===== src/rtl/fetch_unit.sv =====
// Instruction fetch stage: PC, single-outstanding imem request, small fetch FIFO to decode.
// States: FETCH | may issue a request   WAIT | one request outstanding   DRAIN | outstanding response is wrong-path, drop it
module fetch_unit #(
  parameter int unsigned            ADDR_W   = 64,
  parameter logic [ADDR_W-1:0]      RESET_PC = '0,
  parameter int unsigned            QDEPTH   = 2
) (
  input  logic              clk,
  input  logic              reset,
  output logic              imem_req,
  output logic [ADDR_W-1:0] imem_addr,
  input  logic              imem_ready,
  input  logic              imem_rvalid,
  input  logic [31:0]       imem_rdata,
  output logic              instr_valid,
  output logic [31:0]       instruction,
  output logic [ADDR_W-1:0] instr_pc,
  input  logic              dec_ready,
  input  logic              redirect_valid,
  input  logic [ADDR_W-1:0] redirect_pc
);

  localparam int unsigned PTR_W = (QDEPTH > 1) ? $clog2(QDEPTH) : 1;
  localparam int unsigned CNT_W = PTR_W + 1;

  localparam logic [1:0] S_FETCH = 2'd0;
  localparam logic [1:0] S_WAIT  = 2'd1;
  localparam logic [1:0] S_DRAIN = 2'd2;

  logic [1:0]        state;
  logic [ADDR_W-1:0] pc;
  logic [ADDR_W-1:0] req_pc;
  logic [31:0]       q_instr [QDEPTH];
  logic [ADDR_W-1:0] q_pc    [QDEPTH];
  logic [PTR_W-1:0]  wr_ptr;
  logic [PTR_W-1:0]  rd_ptr;
  logic [CNT_W-1:0]  count;

  logic credit;
  logic accept;
  logic push;
  logic pop;

  // A free slot is reserved before issuing, so the single outstanding response always fits.
  assign credit      = (count < CNT_W'(QDEPTH));
  assign imem_req    = ~reset & ~redirect_valid & credit & (state == S_FETCH);
  assign imem_addr   = pc;
  assign accept      = imem_req & imem_ready;
  assign push        = (state == S_WAIT) & imem_rvalid & ~redirect_valid;
  assign instr_valid = (count != '0);
  assign pop         = instr_valid & dec_ready & ~redirect_valid;
  assign instruction = q_instr[rd_ptr];
  assign instr_pc    = q_pc[rd_ptr];

  always_ff @(posedge clk) begin
    if (reset) begin
      state  <= S_FETCH;
      pc     <= RESET_PC;
      req_pc <= '0;
      wr_ptr <= '0;
      rd_ptr <= '0;
      count  <= '0;
      for (int i = 0; i < QDEPTH; i++) begin
        q_instr[i] <= '0;
        q_pc[i]    <= '0;
      end
    end else if (redirect_valid) begin
      pc     <= {redirect_pc[ADDR_W-1:2], 2'b00};
      wr_ptr <= '0;
      rd_ptr <= '0;
      count  <= '0;
      case (state)
        S_FETCH: state <= S_FETCH;
        S_WAIT:  state <= imem_rvalid ? S_FETCH : S_DRAIN;
        S_DRAIN: state <= imem_rvalid ? S_FETCH : S_DRAIN;
        default: state <= S_FETCH;
      endcase
    end else begin
      case (state)
        S_FETCH: begin
          if (accept) begin
            req_pc <= pc;
            pc     <= pc + ADDR_W'(4);
            state  <= S_WAIT;
          end
        end
        S_WAIT:  if (imem_rvalid) state <= S_FETCH;
        S_DRAIN: if (imem_rvalid) state <= S_FETCH;
        default: state <= S_FETCH;
      endcase

      if (push) begin
        q_instr[wr_ptr] <= imem_rdata;
        q_pc[wr_ptr]    <= req_pc;
        wr_ptr          <= wr_ptr + PTR_W'(1);
      end
      if (pop) rd_ptr <= rd_ptr + PTR_W'(1);

      case ({push, pop})
        2'b10:   count <= count + CNT_W'(1);
        2'b01:   count <= count - CNT_W'(1);
        default: count <= count;
      endcase
    end
  end

endmodule


===== config.mk =====
export PLATFORM = sky130hd
export DESIGN_NAME = fetch_unit
export DESIGN_NICKNAME = d
export VERILOG_FILES = /design/src/rtl/fetch_unit.sv
export SDC_FILE = /design/constraint.sdc
export NUM_CORES = 1
export LEC_CHECK = 0
export ABC_AREA = 1
export CAP_MARGIN = 10
export CORE_MARGIN = 2
export CORE_UTILIZATION = 30
export DETAILED_ROUTE_END_ITERATION = 10
export PLACE_DENSITY = 0.53
export SKIP_CTS_REPAIR_TIMING = 1
export SLEW_MARGIN = 10
export SYNTH_ARGS = -nofsm -noshare
export SYNTH_HDL_FRONTEND = slang
export SYNTH_SLANG_ARGS = --single-unit

===== constraint.sdc =====
create_clock -name clk -period 6.65 [get_ports clk]
set_input_delay 0.665 -clock clk [delete_from_list [all_inputs] [get_ports clk]]
set_output_delay 0.665 -clock clk [all_outputs]
set_load 0.02 [all_outputs]

Yosys cells after proc, flatten, opt, wreduce, memory -nomap -nowiden
Memories as Yosys holds them, arrays and structs flattened. A register that Yosys moved wholly into a read port is not among the register bits.
Cells that the tools add are included.
Widths: inputs -> output; s select.
{"block": "word_totals", "latchBits": 0, "elab_cells": 70, "input_bits": 102, "ram_bits": 192, "rom_bits": 0, "regBits": 134, "n_memories": 2}
{"block": "classes", "order_cmp": 1, "shift": 0, "addsub": 5, "n_bitwise": 10, "reduce_logical": 13, "multipliers": 0, "eq_ne": 6, "muxes": 26, "div": 0}
{"memory": "q_pc", "words": 2, "width": 64, "read_ports": 1, "rd_ports_with_merged_regs": 1, "write_ports": 2, "line_no": "34", "source": "logic [ADDR_W-1:0] q_pc [QDEPTH];"}
{"memory": "q_instr", "words": 2, "width": 32, "read_ports": 1, "rd_ports_with_merged_regs": 1, "write_ports": 2, "line_no": "33", "source": "logic [31:0] q_instr [QDEPTH];"}
{"cell": "$mux 64", "count": 4}
{"cell": "$add 64x3->64 const B", "count": 1}
{"cell": "$reduce_or 64->1", "count": 1}
{"cell": "$mux 32", "count": 1}
{"cell": "$reduce_or 32->1", "count": 1}
{"cell": "$mux 1", "count": 14}
{"cell": "$mux 2", "count": 5}
{"cell": "$and 1x1->1", "count": 8}
{"cell": "$pmux 2 s2", "count": 2}
{"cell": "$reduce_bool 2->1", "count": 4}
{"cell": "$reduce_and 2->1", "count": 3}
{"cell": "$eq 2x1->1 const B", "count": 2}
{"cell": "$eq 2x2->1 const B", "count": 2}
{"cell": "$reduce_or 2->1", "count": 2}
{"cell": "$ne 3x1->1 const B", "count": 1}
{"cell": "$ne 3x3->1 const B", "count": 1}
{"cell": "$reduce_and 3->1", "count": 1}
{"cell": "$add 1x1->1 const B", "count": 2}
{"cell": "$add 2x1->2 const B", "count": 1}
{"cell": "$logic_not 2->1", "count": 1}
{"cell": "$lt 2x2->1 const B", "count": 1}
{"cell": "$not 1->1", "count": 2}
{"cell": "$sub 2x1->2 const B", "count": 1}

Depth between registers and ports, before layout
Gate-level depths: netlist of the first run.
{"block": "depth", "word_depth": 9, "mapped_depth": 13, "mapped_depth_nobuf": 12}

Worst setup path after synthesis of the first run
No wires, ideal clock.
{"block": "synth_path", "path_type": "input port to flip-flop", "start": "in redirect_valid", "end": "mem q_instr[1][0] (enable)", "t_arrival_ns": 3.405, "setup_ns": 0.456, "slack_ns": 2.789, "cell_stages": 7, "path_buffers": 2, "path_cell_list": "inv_1 > nand3_1 > nor2_1 > nand2_1 > buf_2 > buf_2 > nand2_1"}
{"item": "from (decl)", "line_no": "19", "source": "input logic redirect_valid,"}
{"item": "to (decl)", "line_no": "33"}

==> summary.txt, run 1 <==
Die
  – Chip Height: 228 um
  – Die width: 228 um
  – Num rows: 82
  – Number of top-level pins: about 260
  – Core Region: 49900 um^2
  – Starting Density: 0.302
  – Die ar.: just over 50000 um^2

STA
  – Actual slew at the worst max-slew pin: 1060 ps
  – Fmax: 0.261 GHz
  – Max_slew headroom: 0.290
  – Worst Setup Slack, final: 2820 ps
  – Final setup vio count: 0
  – Final worst path period share: 0.575
  – Worst Skew: 21.1 ps
  – Final Slew Violations: 0
  – Min cycle time layout: 3830 ps
  – Final setup TNS: 0 ps
  – Final-report hold violation count: 0
  – RSZ-0062 raised after global routing: no
  – Final hold slack: between 400 and 500 ps

Clock tree
  – Worst-case clock buffer depth: 3
  – CTS Buf Count: 36
  – CTS root buf: clkbuf_16
  – Clock latency on the worst-skew pair: around 530 ps
  – Clock Sinks: 319
  – Reg clk slew, reported paths: about 60 ps
  – TritonCTS clock tree: yes
  – H-tree depth: 2

Yosys
  – Syn. warnings: 0
  – Main synth FF type: edfxtp_1
  – Synthesized area: 15000 um^2
  – Compound-gate portion of the synthesized area: 0.0747
  – Synth top area share: 0.375
  – Async set-reset flop share out of synthesis: 0
  – Post-Synthesis Cells: 1684
  – Main combinational cell family by area after synthesis: simple AND/OR/NAND/NOR gates
  – Most common cell in the netlist: nor2_1
  – Post-Synth Adder-Cell Area: 0.00333
  – Synth Area per Inst: 8.93 um^2
  – Synth cell count leaders: 332 x nor2_1, 279 x nand2_1, 213 x inv_1, 188 x edfxtp_1, 131 x dfxtp_1
  – Multiplexer area fraction after synthesis: 0.0704
  – Post-synthesis simple-gate area fraction: 0.214
  – Count of different cell masters after synthesis: 45
  – Area leader, netlist: edfxtp_1
  – Register area share after synthesis: 0.550
  – Top cells by area, synth: edfxtp_1 38%, dfxtp_1 17%, nor2_1 8.3%, mux2_2 7.0%, nand2_1 7.0%
  – Xor and xnor area share after synthesis: 0.00932
  – Post-synth EDFFs: 188
  – Yosys reg bits: 319

Route
  – Detailed Route WL: 48.3 mm
  – Average via count per standard cell: 4.68
  – Wirelength per Cell: ~18 um
  – Drt pass-1 iters: 5
  – DRC violations left: 0
  – Post-route ant nets: 0
  – Via Count: between 10000 and 15000
  – First DRT Iteration DRCs: 918

Layout
  – Cell Count, Final, Fillers Out: 2614
  – Final core utilization: 0.389
  – Post-layout net count: 2021
  – Layout cells sized above 1: 0.109
  – Fill count: roughly 5100
  – Layout area overhead: 29.0%
  – Fin area: 19400 um^2
  – FF+latch area: 8270 um^2
  – Multi-input logic area: between 5000 and 6000 um^2

Placement
  – Pre-CTS setup slack: 2780 ps
  – Placed cell areas: around 18000 um^2
  – DP Cell Count: 2549
  – GPL Wtd Cong: 0.858
  – Port Buffer Count: 257
  – Dpl hpwl: 33.1 mm

Worst setup path
  – Critical path arrival: 3160 ps
  – Critical Path End Type: primary output
  – R2R Path Start: state[1]
  – CP Data Required Time: 5980 ps
  – Largest fanout on the critical path: 57
  – Startpoint Class: register
  – Crit path kind: register to primary output

Hold path
  – Hold Startpoint: state[1]
  – Worst hold path type: register to register

Status
  – Outcome: finished clean

Power
  – Leakage: between 7 and 8 nW
  – Power per cell area: about 240 nW/um^2
  – PnR Total Power: around 4.7 mW
  – Maximum VDD drop: approximately 0.12 mV

Job
  – MaxCap Viol Count: 0

GRT
  – Largest net degree at the start of global routing: 79
  – First-pass GRT wire length: 72.8 mm
  – Vias in the first global route: 11800
  – Initial antenna violation count: 3
  – GRT overflow: 0
  – GRT Util Overall: 0.181
## flip-flops by register name (all words and copies together), names as in the netlist, named ones only
register and flops:
count 2, imem_addr 62, q_instr 64, q_pc 124, rd_ptr 1, req_pc 62, state 2, wr_ptr 1
## layer usage
| metal | part of all wire | up-vias | GRT usage |
|---|---|---|---|
| met1 | 0.45 | 5893 | 0.246 |
| li1 | - | 5941 | - |
| met3 | 0.056 | 74 | 0.0349 |
| met4 | 0.030 | 2 | 0.0582 |
| met2 | 0.46 | 320 | 0.292 |
| met5 | 0.00025 | - | 0 |
## worst max-delay path, stage by stage, from the launching register on
cell and delay [ps]:
dfxtp_4 900, buf_4 630, mux2_2 400, clkdlybuf4s50_1 590
## kinds of logic after synthesis
| logic type | after synthesis |
|---|---|
| and+or+nand+nor | 750 |
| DFF | 319 |
| buffers and inverters | 297 |
| AOI/OAI and AO/OA | 203 |
| muxes | 94 |
| xor gates and xnor gates | 16 |
| adders and majority gates | 4 |
| other | 1 |
## where the power goes
part	total, mW	switching (mW)	internal, mW
Combinational	0.474	0.275	0.200
Clock	1.98	0.817	1.17
Sequential	2.23	0.0628	2.17
Total	4.69	1.15	3.54
## cell type report
cell class	instances	area share
Antenna cell	1	0.000129
Clock buffer	51	0.0535
Clock inverter	13	0.00613
Inverter	217	0.0420
Multi-Input combinational cell	1071	0.291
Sequential cell	319	0.426
Tap cell	672	0.0433
Timing Repair Buffer	270	0.137
## cell usage in the layout (no fill, tap or decap), types with 4 or more instances in the layout
| master | netlist | final |
|---|---|---|
| clkinv_2 | 0 | 5 |
| a21oi_1 | 66 | 66 |
| inv_2 | 3 | 4 |
| conb_1 | 1 | 4 |
| nand2_2 | 11 | 11 |
| clkbuf_8 | 0 | 6 |
| edfxtp_1 | 188 | 188 |
| a211oi_1 | 30 | 30 |
| nand2_1 | 279 | 276 |
| nand3_4 | 2 | 4 |
| o21ai_1 | 20 | 20 |
| nor2_1 | 332 | 332 |
| mux2_2 | 94 | 94 |
| clkbuf_16 | 0 | 37 |
| clkbuf_1 | 35 | 8 |
| o21ai_0 | 69 | 69 |
| nor3_1 | 8 | 8 |
| ha_1 | 4 | 4 |
| nand2_4 | 1 | 4 |
| nand3b_1 | 10 | 10 |
| xnor2_1 | 6 | 6 |
| nand3_1 | 58 | 57 |
| inv_1 | 213 | 213 |
| xor2_1 | 10 | 10 |
| nor2_4 | 9 | 9 |
| nor2_2 | 9 | 9 |
| clkdlybuf4s50_1 | 0 | 255 |
| dfxtp_1 | 131 | 130 |
| nand4_1 | 18 | 18 |
| buf_4 | 6 | 13 |
| a31oi_1 | 11 | 11 |
## path summary, 6_finish.rpt
check            endpoint  slack, ps  cells after the start
max          instr_pc[60]       2820                      3
max reg2reg   q_pc[0][51]       3500                      7
min reg2reg      state[1]        470                      2
min              state[1]        470                      2
Note: power is estimated with default switching activity, not from simulation.
==> run 2, diff against run 1 <==
- clock period: 6.65 -> 4 ns (I/O delays scaled with it)
==> run 2 against run 1 <==
Net effect: combinational power rose by 67%; critical path depth stayed put; first-iteration DRC count decreased by 8.6%; clock power is 66% higher.
==> summary.txt, run 2 (synthesis gave the netlist of run 1 again) <==
Hold path
  – Hold Crit Depth: 3
  – Hold Path End: state[1]
  – Worst hold path type: primary input to register
  – Hold Startpoint: redirect_valid

Layout
  – Layout cells sized above 1: 0.110
  – Regs by FF count: q_pc (124), q_instr (64)
  – FF+latch area: 8270 um^2
  – Fill count: about 5100
  – Commonest non-fill, non-tap cells in the layout: 332 x nor2_1, 276 x nand2_1, 255 x clkdlybuf4s50_1, 213 x inv_1, 188 x edfxtp_1
  – Largest reg by FF count: q_pc
  – Multi-input logic area: roughly 5600 um^2
  – Post-layout net count: 2024
  – Layout area overhead: 29.6%
  – Fin area: between 15000 and 20000 um^2
  – Commonest non-fill, non-tap cell in the layout: nor2_1
  – Max reg flops: roughly 120

Worst setup path
  – Critical Path End Type: primary output
  – FF-to-FF path depth: 8
  – Crit-path cells: buf_4 > mux2_2 > clkdlybuf4s50_1
  – R2R Path Start: state[1]
  – Crit path kind: register to primary output
  – Max incr delay on CP: approximately 800 ps
  – CP Data Required Time: roughly 3600 ps
  – Worst R2R Setup Slack: 1430 ps
  – Startpoint Class: register
  – Crit-path slowest cell: dfxtp_4
  – Reg2Reg Capture Point: q_pc[1][61]
  – Critical path arrival: 2730 ps
  – Largest fanout on the critical path: 44

Route
  – Via Count: ~12000
  – Average via count per standard cell: 4.67
  – First DRT Iteration DRCs: 839
  – Drt pass-1 iters: 5
  – Post-route ant nets: 0
  – DRC violations left: 0
  – Detailed Route WL: 48.7 mm
  – Wirelength per Cell: about 19 um

STA
  – Worst Setup Slack, final: 871 ps
  – Worst Skew: 9.23 ps
  – RSZ-0062 raised after global routing: no
  – Final Slew Violations: 0
  – Final worst path period share: 0.782
  – Fmax: between 0.3 and 0.4 GHz
  – Min cycle time layout: 3130 ps
  – Max_slew headroom: 0.347
  – Final-report hold violation count: 0
  – Final hold slack: slightly below 200 ps
  – Final setup TNS: 0 ps
  – Final setup vio count: 0
  – Actual slew at the worst max-slew pin: 979 ps

Clock tree
  – TritonCTS clock tree: yes
  – CTS Buf Count: 36
  – Worst-case clock buffer depth: 3
  – H-tree depth: 2
  – Reg clk slew, reported paths: 60 ps
  – Clock latency on the worst-skew pair: about 530 ps
  – Clock Sinks: 319
  – CTS root buf: clkbuf_16

Placement
  – Dpl hpwl: 33.5 mm
  – Placed cell areas: 18300 um^2
  – Port Buffer Count: roughly 260
  – GPL Wtd Cong: just under 0.9
  – Pre-CTS setup slack: 1170 ps

Die
  – Starting Density: 0.302
  – Core Region: 49900 um^2
  – Chip Height: 228 um
  – Die ar.: around 52000 um^2
  – Number of top-level pins: 264
  – Num rows: 82
  – Die width: 228 um

Power
  – Power per cell area: 400 nW/um^2
  – Leakage: 7.30 nW
  – Maximum VDD drop: 0.226 mV

GRT
  – First-pass GRT wire length: 73.1 mm
  – Initial antenna violation count: 5
  – GRT Util Overall: 0.183
  – Vias in the first global route: 11800
  – Largest net degree at the start of global routing: 125
  – GRT overflow: 0

Status
  – Outcome: finished clean

Job
  – MaxCap Viol Count: 0
-- run 2: how the worst max path moves through the flow --
stage                 endpoint  cells past startpoint
2_1_floorplan    q_instr[1][0]                      8
3_3_place_gp       q_pc[1][57]                      7
3_5_place_dp       q_pc[1][35]                      7
4_1_cts        instruction[10]                      3
5_1_grt        instruction[10]                      3
6_report       instruction[10]                      3
-- run 2: per-layer routing --
metal	GRT usage	share of wire	wire, um
met4	0.0654	0.033	1600
met5	0	0	0
met1	0.242	0.44	21600
met2	0.295	0.46	22300
met3	0.0406	0.065	3180
-- run 2: report_power, final --
part           internal (mW)  switching (mW)  total (mW)
Sequential              3.61           0.103        3.71
Clock                   1.92            1.37        3.29
Combinational          0.337           0.455       0.792
-- run 2: final cells by class --
cell class | count | area share
tap | 672 | 0.0432
clock buffer | 49 | 0.0503
antenna | 5 | 0.000642
multi-input combinational | 1071 | 0.290
clock inverter | 17 | 0.00873
timing repair buffer | 273 | 0.141
inverter | 217 | 0.0418
sequential | 319 | 0.425
-- run 2: stage by stage --
step / power, mW / std cells / util
floorplan: 4.16 / 1687 / -
global placement: 4.57 / 2552 / 0.367
detailed placement: 4.58 / 2552 / 0.367
CTS: 7.87 / 2618 / 0.391
global route: 8.08 / 2622 / 0.391
finish: 7.80 / 2623 / 0.391
-- run 2: critical path: cells and delay by family, from the launching register on --
kind	cells	cell delay, ps
buffers and inverters	2	950
flip-flops	1	810
multiplexers	1	380
==> run 3, diff against run 2 <==
- PLACE_DENSITY: 0.53 -> 0.55
- clock period: 4 -> 2.72 ns (I/O delays scaled with it)
==> run 3 against run 2 <==
Net effect: global-route usage down 0.16 points; sequential cell count unchanged; core utilization up 0.26 points; non-clock buffer count is 9 higher; via count shrank 1.0%; largest power group unchanged; die area unchanged.
==> summary.txt, run 3 (synthesis gave the netlist of run 1 again) <==
Placement
  – Placed cell areas: 18400 um^2
  – GPL Wtd Cong: 0.852
  – Port Buffer Count: 257
  – Dpl hpwl: 33.1 mm

Route
  – Wirelength per Cell: roughly 18 um
  – Average via count per standard cell: 4.61
  – Detailed Route WL: 48.0 mm
  – Drt pass-1 iters: 5
  – DRC violations left: 0
  – Post-route ant nets: 0
  – Via Count: 12100
  – First DRT Iteration DRCs: about 930

Clock tree
  – Worst-case clock buffer depth: 3
  – CTS root buf: clkbuf_16
  – TritonCTS clock tree: yes
  – CTS Buf Count: 36
  – Clock Sinks: 319
  – Reg clk slew, reported paths: 60 ps
  – Clock latency on the worst-skew pair: 530 ps
  – H-tree depth: 2

Layout
  – Regs by FF count: q_pc (124), q_instr (64)
  – Layout cells sized above 1: 0.111
  – Max reg flops: about 120
  – Post-layout net count: a little over 2000
  – Commonest non-fill, non-tap cell in the layout: nor2_1
  – Commonest non-fill, non-tap cells in the layout: 332 x nor2_1, 276 x nand2_1, 255 x clkdlybuf4s50_1, 213 x inv_1, 188 x edfxtp_1
  – Fin area: 19600 um^2
  – Layout area overhead: 30.4%
  – Largest reg by FF count: q_pc

STA
  – Final Slew Violations: 0
  – Final worst path period share: 0.927
  – RSZ-0062 raised after global routing: no
  – Worst Skew: 9.87 ps
  – Final-report hold violation count: 0
  – Final setup vio count: 0
  – Fmax: 0.397 GHz
  – Max_slew headroom: 0.398
  – Actual slew at the worst max-slew pin: about 900 ps
  – Min cycle time layout: 2520 ps
  – Final setup TNS: 0 ps

Worst setup path
  – Startpoint Class: register
  – CP Data Required Time: 2450 ps
  – Reg2Reg Capture Point: q_pc[1][61]
  – Crit path kind: register to primary output
  – Worst R2R Setup Slack: 300 ps
  – R2R Path Start: state[1]
  – Largest fanout on the critical path: 29
  – Critical path arrival: 2250 ps
  – Critical Path End Type: primary output
  – FF-to-FF path depth: 8

GRT
  – Initial antenna violation count: 9
  – GRT overflow: 0
  – First-pass GRT wire length: 72.9 mm
  – Largest net degree at the start of global routing: 95
  – Vias in the first global route: ~12000
  – GRT Util Overall: 0.182

Die
  – Num rows: between 80 and 90
  – Die ar.: 51900 um^2
  – Starting Density: 0.302
  – Chip Height: about 230 um
  – Die width: around 230 um
  – Number of top-level pins: between 200 and 300
  – Core Region: roughly 50000 um^2

Hold path
  – Worst hold path type: primary input to register
  – Hold Startpoint: redirect_valid
  – Hold Crit Depth: 4
  – Hold Path End: state[0]

Status
  – Outcome: finished clean

Power
  – Power per cell area: 587 nW/um^2
  – Maximum VDD drop: 0.303 mV
  – Leakage: 7.37 nW

Job
  – MaxCap Viol Count: 0
-- run 3: report_power, final --
group	total (mW)	switching, mW	internal, mW	leakage, nW
registers	5.45	0.141	5.31	3.02
clock network	4.87	1.97	2.90	0.564
logic	1.19	0.682	0.512	3.79
-- run 3: critical path, stage by stage (launching register included) --
cell             delay, ps
dfxtp_4                360
buf_4                  390
mux2_2                 390
clkdlybuf4s50_1        570
-- run 3: worst max-delay path by stage --
| stage | from | to | slack, ps | depth (start not counted) |
|---|---|---|---|---|
| after floorplan | state[1] | q_instr[1][0] | 10 | 8 |
| after global placement | imem_rvalid | q_pc[1][62] | 160 | 7 |
| after detailed placement | imem_rvalid | q_pc[1][61] | 140 | 7 |
| after CTS | register | instr_pc[14] | 140 | 3 |
| after global routing | state[1] | q_pc[1][33] | 100 | 8 |
| final | register | instruction[14] | 200 | 3 |
-- run 3: stage by stage --
step | util | setup WS (ps) | total power [mW] | hold slack, ps | std cells
after floorplan | - | 13.1 | 6.11 | 439 | 1687
after global placement | 0.370 | 165 | 6.74 | 447 | 2560
after detailed placement | 0.370 | 145 | 6.75 | 460 | 2560
after CTS | 0.393 | 144 | 11.6 | -30.8 | 2626
after global routing | 0.393 | 104 | 11.9 | 134 | 2632
final | 0.393 | 199 | 11.5 | 123 | 2633
-- run 3: layout make-up --
type                       instances  area (um^2)
inverter                         217          815
tap                              672          841
timing repair buffer             282         2870
clock buffer                      50          975
antenna                            6         15.0
fill                            5035        30300
clock inverter                    16          181
multi-input combinational       1071         5650
sequential                       319         8270
-- run 3: per-layer routing --
layer | part of all wire | vias to the layer above | track usage
met5 | 0.00085 | - | 0
met2 | 0.46 | 337 | 0.289
met4 | 0.030 | 6 | 0.0666
met3 | 0.058 | 79 | 0.0366
li1 | - | 5989 | -
met1 | 0.45 | 5715 | 0.245
